File: src/rtl/matrix_display_scheduler.sv
// matrix_display_scheduler: column scan and water/irrigation image sharing for the 5x7 matrix
//   clock, reset (sync, active-high), enable (scan enable)
//   water_valid, irrigation_valid, force_water -> mode_select (1 = water), column_enable (one-hot),
//   frame_done (pulse after each 3-column frame), blank (matrix dark)
//   Optional MATRIX_SCHED_BLINK_EN: alert blink of alternate frames while force_water holds water
module matrix_display_scheduler #(
    parameter int SCAN_DIV          = 50000,
    parameter int WATER_FRAMES      = 100,
    parameter int IRRIGATION_FRAMES = 100
) (
    input  logic       clock,
    input  logic       reset,
    input  logic       enable,
    input  logic       water_valid,
    input  logic       irrigation_valid,
    input  logic       force_water,
    output logic       mode_select,
    output logic [2:0] column_enable,
    output logic       frame_done,
    output logic       blank
);
    localparam int PW = SCAN_DIV > 1 ? $clog2(SCAN_DIV) : 1;
    localparam int MF = WATER_FRAMES > IRRIGATION_FRAMES ? WATER_FRAMES : IRRIGATION_FRAMES;
    localparam int CW = MF > 1 ? $clog2(MF) : 1;

    typedef enum logic [1:0] {IDLE, SHOW_WATER, SHOW_IRRIGATION} state_t;

    state_t          state, state_n;
    logic [PW-1:0]   pre;
    logic [1:0]      col;
    logic [CW-1:0]   cnt, cnt_n;
    logic            tick, wrap, blink_n;

    assign tick = enable && pre == PW'(SCAN_DIV - 1);
    assign wrap = tick && col == 2'd2;

    always_comb begin
        state_n = state;
        cnt_n   = cnt;
        if (wrap) begin
            case (state)
                IDLE:
                    state_n = water_valid ? SHOW_WATER : irrigation_valid ? SHOW_IRRIGATION : IDLE;
                SHOW_WATER:
                    if (force_water) cnt_n = '0;
                    else if (!water_valid) state_n = irrigation_valid ? SHOW_IRRIGATION : IDLE;
                    else if (cnt == CW'(WATER_FRAMES - 1)) begin
                        if (irrigation_valid) state_n = SHOW_IRRIGATION;
                        else cnt_n = '0;
                    end
                    else cnt_n = cnt + CW'(1);
                SHOW_IRRIGATION:
                    if (force_water && water_valid) state_n = SHOW_WATER;
                    else if (!irrigation_valid) state_n = water_valid ? SHOW_WATER : IDLE;
                    else if (cnt == CW'(IRRIGATION_FRAMES - 1)) begin
                        if (water_valid) state_n = SHOW_WATER;
                        else cnt_n = '0;
                    end
                    else cnt_n = cnt + CW'(1);
                default: state_n = IDLE;
            endcase
        end
        if (state_n != state) cnt_n = '0;
    end

`ifdef MATRIX_SCHED_BLINK_EN
    logic blink;
    // toggles only on frames that both start and end in forced water mode
    always_comb blink_n = (state_n == SHOW_WATER && force_water) ? blink ^ (wrap && state == SHOW_WATER) : 1'b0;
    always_ff @(posedge clock) begin
        if (reset) blink <= 1'b0;
        else blink <= blink_n;
    end
`else
    assign blink_n = 1'b0;
`endif

    always_ff @(posedge clock) begin
        if (reset) begin
            state         <= IDLE;
            cnt           <= '0;
            pre           <= '0;
            col           <= '0;
            mode_select   <= 1'b1;
            column_enable <= '0;
            frame_done    <= 1'b0;
            blank         <= 1'b1;
        end else begin
            state         <= state_n;
            cnt           <= cnt_n;
            pre           <= (!enable || tick) ? '0 : pre + PW'(1);
            col           <= !enable ? 2'd0 : tick ? (col == 2'd2 ? 2'd0 : col + 2'd1) : col;
            mode_select   <= state_n != SHOW_IRRIGATION;
            column_enable <= enable ? 3'b001 << col : 3'b000;
            frame_done    <= wrap;
            blank         <= state_n == IDLE || !enable || blink_n;
        end
    end
endmodule

File: config.mk
export PLATFORM = sky130hd
export DESIGN_NAME = matrix_display_scheduler
export DESIGN_NICKNAME = d
export VERILOG_FILES = /design/src/rtl/matrix_display_scheduler.sv
export SDC_FILE = /design/constraint.sdc
export NUM_CORES = 1
export LEC_CHECK = 0
export ABC_AREA = 1
export CORE_MARGIN = 4
export CORE_UTILIZATION = 40
export CTS_BUF_LIST = sky130_fd_sc_hd__clkbuf_8 sky130_fd_sc_hd__clkbuf_16
export DETAILED_ROUTE_END_ITERATION = 8
export HOLD_SLACK_MARGIN = 0.06
export PLACE_DENSITY_LB_ADDON = 0.15
export SLEW_MARGIN = 30
export SYNTH_ARGS = -nofsm -noshare
export SYNTH_HDL_FRONTEND = slang
export SYNTH_SLANG_ARGS = --single-unit
export TNS_END_PERCENT = 5
File: constraint.sdc
create_clock -name clock -period 2.35 [get_ports clock]
set_clock_uncertainty 0.15 [all_clocks]
set_input_delay 0.47 -clock clock [delete_from_list [all_inputs] [get_ports clock]]
set_output_delay 0.47 -clock clock [all_outputs]
set_load 0.05 [all_outputs]
Yosys cells after proc, flatten, opt, wreduce, memory -nomap -nowiden
Cells that the tools add are included.

Reduce and logical (&&, ||, !) cells: 13. Shift-type cells: 1. Bitwise gates (word level): 1. Muxes and demuxes: 23. Equal/unequal tests: 12. Add/subtract/negate cells: 3.

Operators by type and width (number): 2-to-1 mux 7 bit (8); 2-to-1 mux 2 bit (12); adder 16 x 1 -> 16 bit, second input constant (1); == test 16 bit, second input constant (1); one-hot mux 7 bit (2 select lines) (1); adder 7 x 1 -> 7 bit, second input constant (1); == test 7 bit, second input constant (1); AND reduction 7 bit (1); inequality test 2 bit, second input constant (3); inequality test 3 bit, second input constant (2); one-hot mux 2 bit (3 select lines) (1); OR reduction 2 bit (3); == test 2 bit, second input constant (2); logical NOT 2 bit (2); inequality test 4 bit, second input constant (1); logical AND 1 bit (3); left shift 1 x 2 -> 3 bit, first input constant (1); adder 2 x 1 -> 2 bit, second input constant (1); == test 2 x 1 -> 1 bit, second input constant (1); logical OR 1 bit (2); inequality test 2 bit (1); nonzero test 2 bit (1); logical NOT 1 bit (1); 2-to-1 mux 1 bit (1); inverter 1 bit (1).

Output and inout bits: 6. Register bits after elaboration: 33. Logic and storage cells: 61.

Depth between registers and ports, before layout
Depth in word-level cells: 8. Gate-level depth with buffers: 14.

Least setup slack after synthesis
No wires, ideal clock.

Path kind: register to register. From: register pre[0]. To: register cnt[0]. Path slack: 0.597 ns. Library setup time: 0.117 ns. Arrival: 1.486 ns. Clock period less this slack: 1.753 ns. Path buffers: 0. Cell stages (with the launch flop): 13. Cell sequence: dfxtp_1 ha_1 nand2_1 inv_2 nand2_2 nor2_2 nand4_4 inv_2 nand2_1 o21ai_2 nand2_1 nand2_4 nor3_2.

Word-level cells in the longest chain between the ends: 6.

Ends and longest elaborated chain: from (decl) (line 29) `logic [PW-1:0] pre;`; from (signal assigned) (line 91) `pre <= (!enable || tick) ? '0 : pre + PW'(1);`; == test 16 bit (*) (line 34) `assign tick = enable && pre == PW'(SCAN_DIV - 1);`; logical AND 1 bit (*) (line 34); logical AND 1 bit (*) (line 35) `assign wrap = tick && col == 2'd2;`; 2-to-1 mux 2 bit (line 40) `if (wrap) begin`; inequality test 2 bit (line 63) `if (state_n != state) cnt_n = '0;`; OR reduction 2 bit (no line); to (signal assigned) (line 90) `cnt <= cnt_n;`; to (decl) (line 31) `logic [CW-1:0] cnt, cnt_n;`.

Mark *: on every way between the ends. The rest lies on a longest branch, timed or not. A chain may end at the register's enable or synchronous reset.

Final worst setup path
From: register cnt[0]. To: register cnt[5].

Word-level cells in the longest chain between the ends: 8.

Ends and longest elaborated chain: == test 7 bit (line 47, 55); 2-to-1 mux 2 bit (on tied branches) (line 55, 47); 2-to-1 mux 2 bit (on tied branches) (line 54, 46); 2-to-1 mux 2 bit (on tied branches) (line 53, 45); one-hot mux 2 bit (3 select lines) (line 41) `case (state)`; 2-to-1 mux 2 bit (line 40); inequality test 2 bit (line 63); OR reduction 2 bit (no line).

Several ways; a longest one is shown, not always the timed one. The select of a mux whose other input is x is not followed.

==> reports/qor.txt <==
CTS tree: built
Routability Congestion: 0.8176
Hold Vio Cnt, Final: 0
Peak supply drop: 479.1 uV
Clk root buf: clkbuf_8
Clock sink count: 33
Worst min path class: register to register
P_leak: 0.8527 nW
Initial Utilization: 0.4174
Final Max Tran Viols: 0
Via Count: 1785
Slew Limit Headroom: 0.6628
Multi-input gate area: 1101 um2
Outcome: finished, final reports clean
Post-CTS Resized: 0
Mean post-synth cell area: 6.843 um2
Switching pwr: 0.0002184 W
Commonest non-fill, non-tap cell in the layout: nand2_1
Worst Path Arrival: 2.11 ns
Critical Path Fanout Max: 7
Crit path kind: register to register
All-Layer GR Usage: 0.1491
Share of power burned in registers: 0.548
Max H-tree Level: 2
DIE HEIGHT: 78.44 um
Hold Buf Count CTS: 0
Worst setup SP type: register
Net Sw Frac: 0.2126
Post-Syn Instances: 290
CP most frequent cell: nand2_1
Clock share of power: 0.402
First-pass DRT Iterations: 5
R2r setup slk: 0.30 ns
Critical-path cell list: ha_1 > nand2_1 > inv_1 > nand3_1 > nor2_1 > nor2_1 > nand2_1 > nand2_1 > nand2_1 > o21ai_2 > nand2_1 > nand2_4 > nor3_2
Final std cell area, no fill: 2248 um2
Die Wd: 78.44 um
Port Buffers: 11
Clock period minus worst slack: 2.051 ns
Layout area overhead: 13.30%
WL per Instance: 10.79 um
First-pass GRT wire length: 7438 um
WP buf/inv: 1
Fillcell total: 543
Rows: 25
Final setup vio count: 0
Num CTS Buffers: 5
Die area: 6152 um2
Sequential cell area: 660.6 um2
Most used flip-flop cell after synthesis: dfxtp_1
Synthesized flop and latch total: 33
Setup crit end kind: register
I/O Pins: 12
Initial drt markers: 52
RSZ-0062 raised after global routing: no
Dpl hpwl: 3150 um
Distinct cells, synth: 35
Via count of the first global-routing pass: 1647
Final layout net count: 314
Reg2Reg Depth: 13
Final ANT Viol Nets: 0
Worst-margin pin slew: 0.5042 ns
Post-CTS setup buffer count: 0
Gate power share: 0.049
Most frequent cells in the layout: 63 x nand2_1, 40 x inv_1, 33 x nor2_1, 33 x dfxtp_1, 29 x nand3_1
Final Hold Slack: 0.2957 ns
Syn_nets: 298
Max Clk Rate: 487.6 MHz
Core area: 4755 um2
Asr flop ratio synth: 0
Hold-critical path depth: 1
Share of layout cells above drive strength 1: 0.1569
Final TNS setup: 0 ns
WP data required: 2.40 ns
Register area share after synthesis: 0.3329
Routed WL: 4024 um
Placed cell area: 2162 um2
DR vias/cell: 4.786
Clock buffer depth: 2
Clk_lat worst skew: 0.28 ns
Max-cap viol count: 0
CP max-delay cell: dfxtp_1
Crit-path leading delay family: simple AND/OR/NAND/NOR gates
Number of synthesized flops with an enable pin: 0
Max stage delay on crit path: 0.43 ns
Mapped cell area: 1984 um2
Reg-to-Reg Start: cnt[0]$_SDFFE_PP0P_
Worst Hold Launch: pre[0]$_SDFF_PP0_
Hold endpoint: pre[0]$_SDFF_PP0_
Reg2reg end: cnt[5]$_SDFFE_PP0P_
Initial antenna violation count: 0
Clk slew on worst S/H paths: 0.06 ns
Internal: 0.0008089 W
Ant diodes: 0
Synth warnings: 0
Post-route DRC: 0
GRT Residual Overflow: 0
Pwr Density: 456.9 nW/um2
Largest net degree at the start of global routing: 12
Final period util: 0.8727
layout make-up:
cell class                      count  area share
Multi-Input combinational cell    203      0.4897
Sequential cell                    33      0.2938
Inverter                           49     0.08180
Timing Repair Buffer               14     0.05899
Tap cell                           67     0.03728
Clock buffer                        6     0.03673
Clock inverter                      1    0.001669
cell families after synthesis:
kind of cell | Yosys count | synth area share
AOI/OAI and AO/OA | 30 | 0.08701
xor gates and xnor gates | 6 | 0.02648
adders and majority gates | 2 | 0.01261
buffers and inverters | 54 | 0.1122
DFF | 33 | 0.3329
and+or+nand+nor | 165 | 0.4288
worst reg2reg max path, delay by kind of cell, from the launching register on:
kind / cells / cell delay [ns]
compound gates: 1 / 0.07
fa+ha+maj: 1 / 0.32
buf+inv: 1 / 0.09
flops: 1 / 0.43
simple gates: 10 / 0.91
cells in the mapped netlist, types with 2 or more instances:
library cell / number / area, um2
nand2_1: 63 / 236.5
buf_6: 2 / 22.52
nand2_2: 3 / 18.77
nand3_1: 29 / 145.1
ha_1: 2 / 25.02
o21ai_0: 5 / 25.02
inv_1: 39 / 146.4
nand3_2: 2 / 20.02
nor2_1: 33 / 123.9
xor2_1: 5 / 43.79
nand2_4: 2 / 22.52
a211oi_1: 2 / 15.01
inv_2: 10 / 37.54
o21ai_2: 2 / 17.52
nor3_2: 8 / 80.08
nor2_4: 4 / 45.04
nor3_1: 9 / 45.04
nand4_1: 2 / 12.51
a21oi_1: 16 / 80.08
dfxtp_1: 33 / 660.6
nor4_1: 3 / 18.77
nor2_2: 3 / 18.77
worst max-delay path by stage:
stage                         from                  end  slack, ns  cells after the start
2_1_floorplan    pre[0]$_SDFF_PP0_  cnt[0]$_SDFFE_PP0P_       0.60                     12
3_3_place_gp           water_valid  cnt[6]$_SDFFE_PP0P_       0.09                     12
3_5_place_dp           water_valid  cnt[4]$_SDFFE_PP0P_       0.07                     12
4_1_cts        cnt[0]$_SDFFE_PP0P_  cnt[5]$_SDFFE_PP0P_       0.28                     13
5_1_grt        cnt[0]$_SDFFE_PP0P_  cnt[2]$_SDFFE_PP0P_       0.09                     11
6_report       cnt[0]$_SDFFE_PP0P_  cnt[5]$_SDFFE_PP0P_       0.30                     13
registers in the layout, indices dropped and copies added (netlist names):
name           flops
pre               16
cnt                7
column_enable      3
col                2
state              2
blank              1
frame_done         1
mode_select        1
power groups by stage:
stage               Clock [W]  Sequential, W  Combinational [W]
floorplan                   0       0.000579          0.0000243
global placement            0       0.000576          0.0000511
detailed placement          0       0.000576          0.0000509
CTS                  0.000435       0.000563          0.0000511
global route         0.000456       0.000563          0.0000564
finish               0.000413       0.000563          0.0000506
metrics by stage:
step	setup WS, ns	utilization	instances	power, W
after floorplan	0.5969	-	290	0.0006031
after global placement	0.08513	0.4547	366	0.0006267
after detailed placement	0.07067	0.4547	366	0.0006265
after CTS	0.2799	0.4729	373	0.001050
after global routing	0.08985	0.4729	373	0.001076
final	0.2992	0.4729	373	0.001027
metal layers:
layer,vias up,share of wire,global-route usage
met4,0,0.014,0.05245
met1,797,0.46,0.1849
li1,957,-,-
met5,-,0,0
met2,25,0.49,0.2551
met3,6,0.032,0.03096
Power figures use the tool's default switching activity.
==> edit (config.mk and constraints unchanged) <==
Set the parameter `IRRIGATION_FRAMES` to 50 (it was 100).
--- a/src/rtl/matrix_display_scheduler.sv
+++ b/src/rtl/matrix_display_scheduler.sv
@@ -6,7 +6,7 @@
 module matrix_display_scheduler #(
     parameter int SCAN_DIV          = 50000,
     parameter int WATER_FRAMES      = 100,
-    parameter int IRRIGATION_FRAMES = 100
+    parameter int IRRIGATION_FRAMES = 50
 ) (
     input  logic       clock,
     input  logic       reset,
Formal check against the unedited RTL: same outputs for any inputs over 10 cycles, from zero or initial values and one cycle with reset high; that may be too few to reach the edited logic, so the function may still have changed.
==> edit against the original RTL <==
Cell count is 5.6% lower. Final area decreased by 0.95%. Synthesized area is 3.0% lower. Power up 12%. Critical path type is now reg2out. Routed wire length is 9.2% lower. Worst setup slack improved by 0.048 ns. Count of clock-buffer cells in the layout unchanged. Sequential cell count unchanged.
==> edit: results (changes against the original RTL) <==
Route:
- The vias per cell was 4.86 (was 4.79).
- The met1 routed wirelength after detailed routing was 1.82 mm (was 1.85 mm).
- The met2 wire length is 1.71 mm (was 1.99 mm).
- The initial detailed-routing violation count is 103 (was 52).

Logic synthesis:
- The register area share after synthesis is 0.343 (was 0.333).
- The compound-gate portion of the synthesized area was 0.0761 (was 0.0870).
- The post-synthesis share of cell area spent on xor and xnor gates was 0.0319 (was 0.0265).
- The number of unique standard cell types used by synthesis came to 33 (was 35).
- Top post-synthesis cells by area: dfxtp_1 34%, nand2_1 11%, inv_1 7.6% (was dfxtp_1 33%, nand2_1 12%, inv_1 7.4%).

Power:
- The worst IR drop on VDD is 0.307 mV (was 0.479 mV).
- The power of the combinational group is 0.0492 mW (was 0.0506 mW).
- The total net switching power was 0.227 mW (was 0.218 mW).

STA:
- The slew at the pin closest to its max-slew limit is 0.498 ns (was 0.504 ns).

Global routing:
- The fraction of met1 tracks used by global routing is 0.177 (was 0.185).
- The met3 routing resource usage after global routing is 0.0313 (was 0.0310).
- The global-route wire length before repair is 6.92 mm (was 7.44 mm).

Placement:
- The area after detailed placement came to 2110 um2 (was 2160 um2).
- The detailed placer's ending HPWL came to 2.86 mm (was 3.15 mm).

Critical path:
- The stage delay of the slowest cell on the critical path came to 0.80 ns (was 0.43 ns).
- The largest delay contributor family on the critical path is buffers and inverters (was simple AND/OR/NAND/NOR gates).
- The setup slack of the worst register-to-register path is 0.42 ns (was 0.30 ns).
- The master of the slowest instance on the critical path is clkdlybuf4s50_1 (was dfxtp_1).
- The startpoint of the worst register-to-register path is pre[0] (was cnt[0]).
- The maximum fanout along the worst path was 1 (was 7).

Status:
- Status: completed (unchanged).
## edit: cell types whose count changed after synthesis, moves of 6 or more
cell / before / now
inv_2: 10 / 4
nand2_1: 63 / 55
nand3_1: 29 / 21
nand4_1: 2 / 9
nor2_2: 3 / 14
nor3_2: 8 / 0
## edit: layout make-up
type	instances	area (um2)	area share
Tap cell	52	65.1	0.0292
Clock inverter	2	33.8	0.0152
Inverter	45	173	0.0775
Sequential cell	33	661	0.297
Clock buffer	6	82.6	0.0371
Multi-Input combinational cell	198	1060	0.478
Timing Repair Buffer	16	148	0.0663
## edit: stage by stage
stage	util	worst slack (ns)	std cells	hold slack [ns]	power [mW]
6_report	0.494	0.347	352	0.301	1.15
3_5_place_dp	0.469	0.113	344	0.302	0.625
4_1_cts	0.494	0.329	352	0.311	1.17
2_1_floorplan	-	0.614	279	0.268	0.602
3_3_place_gp	0.469	0.0865	344	0.286	0.625
5_1_grt	0.494	0.238	352	0.330	1.20
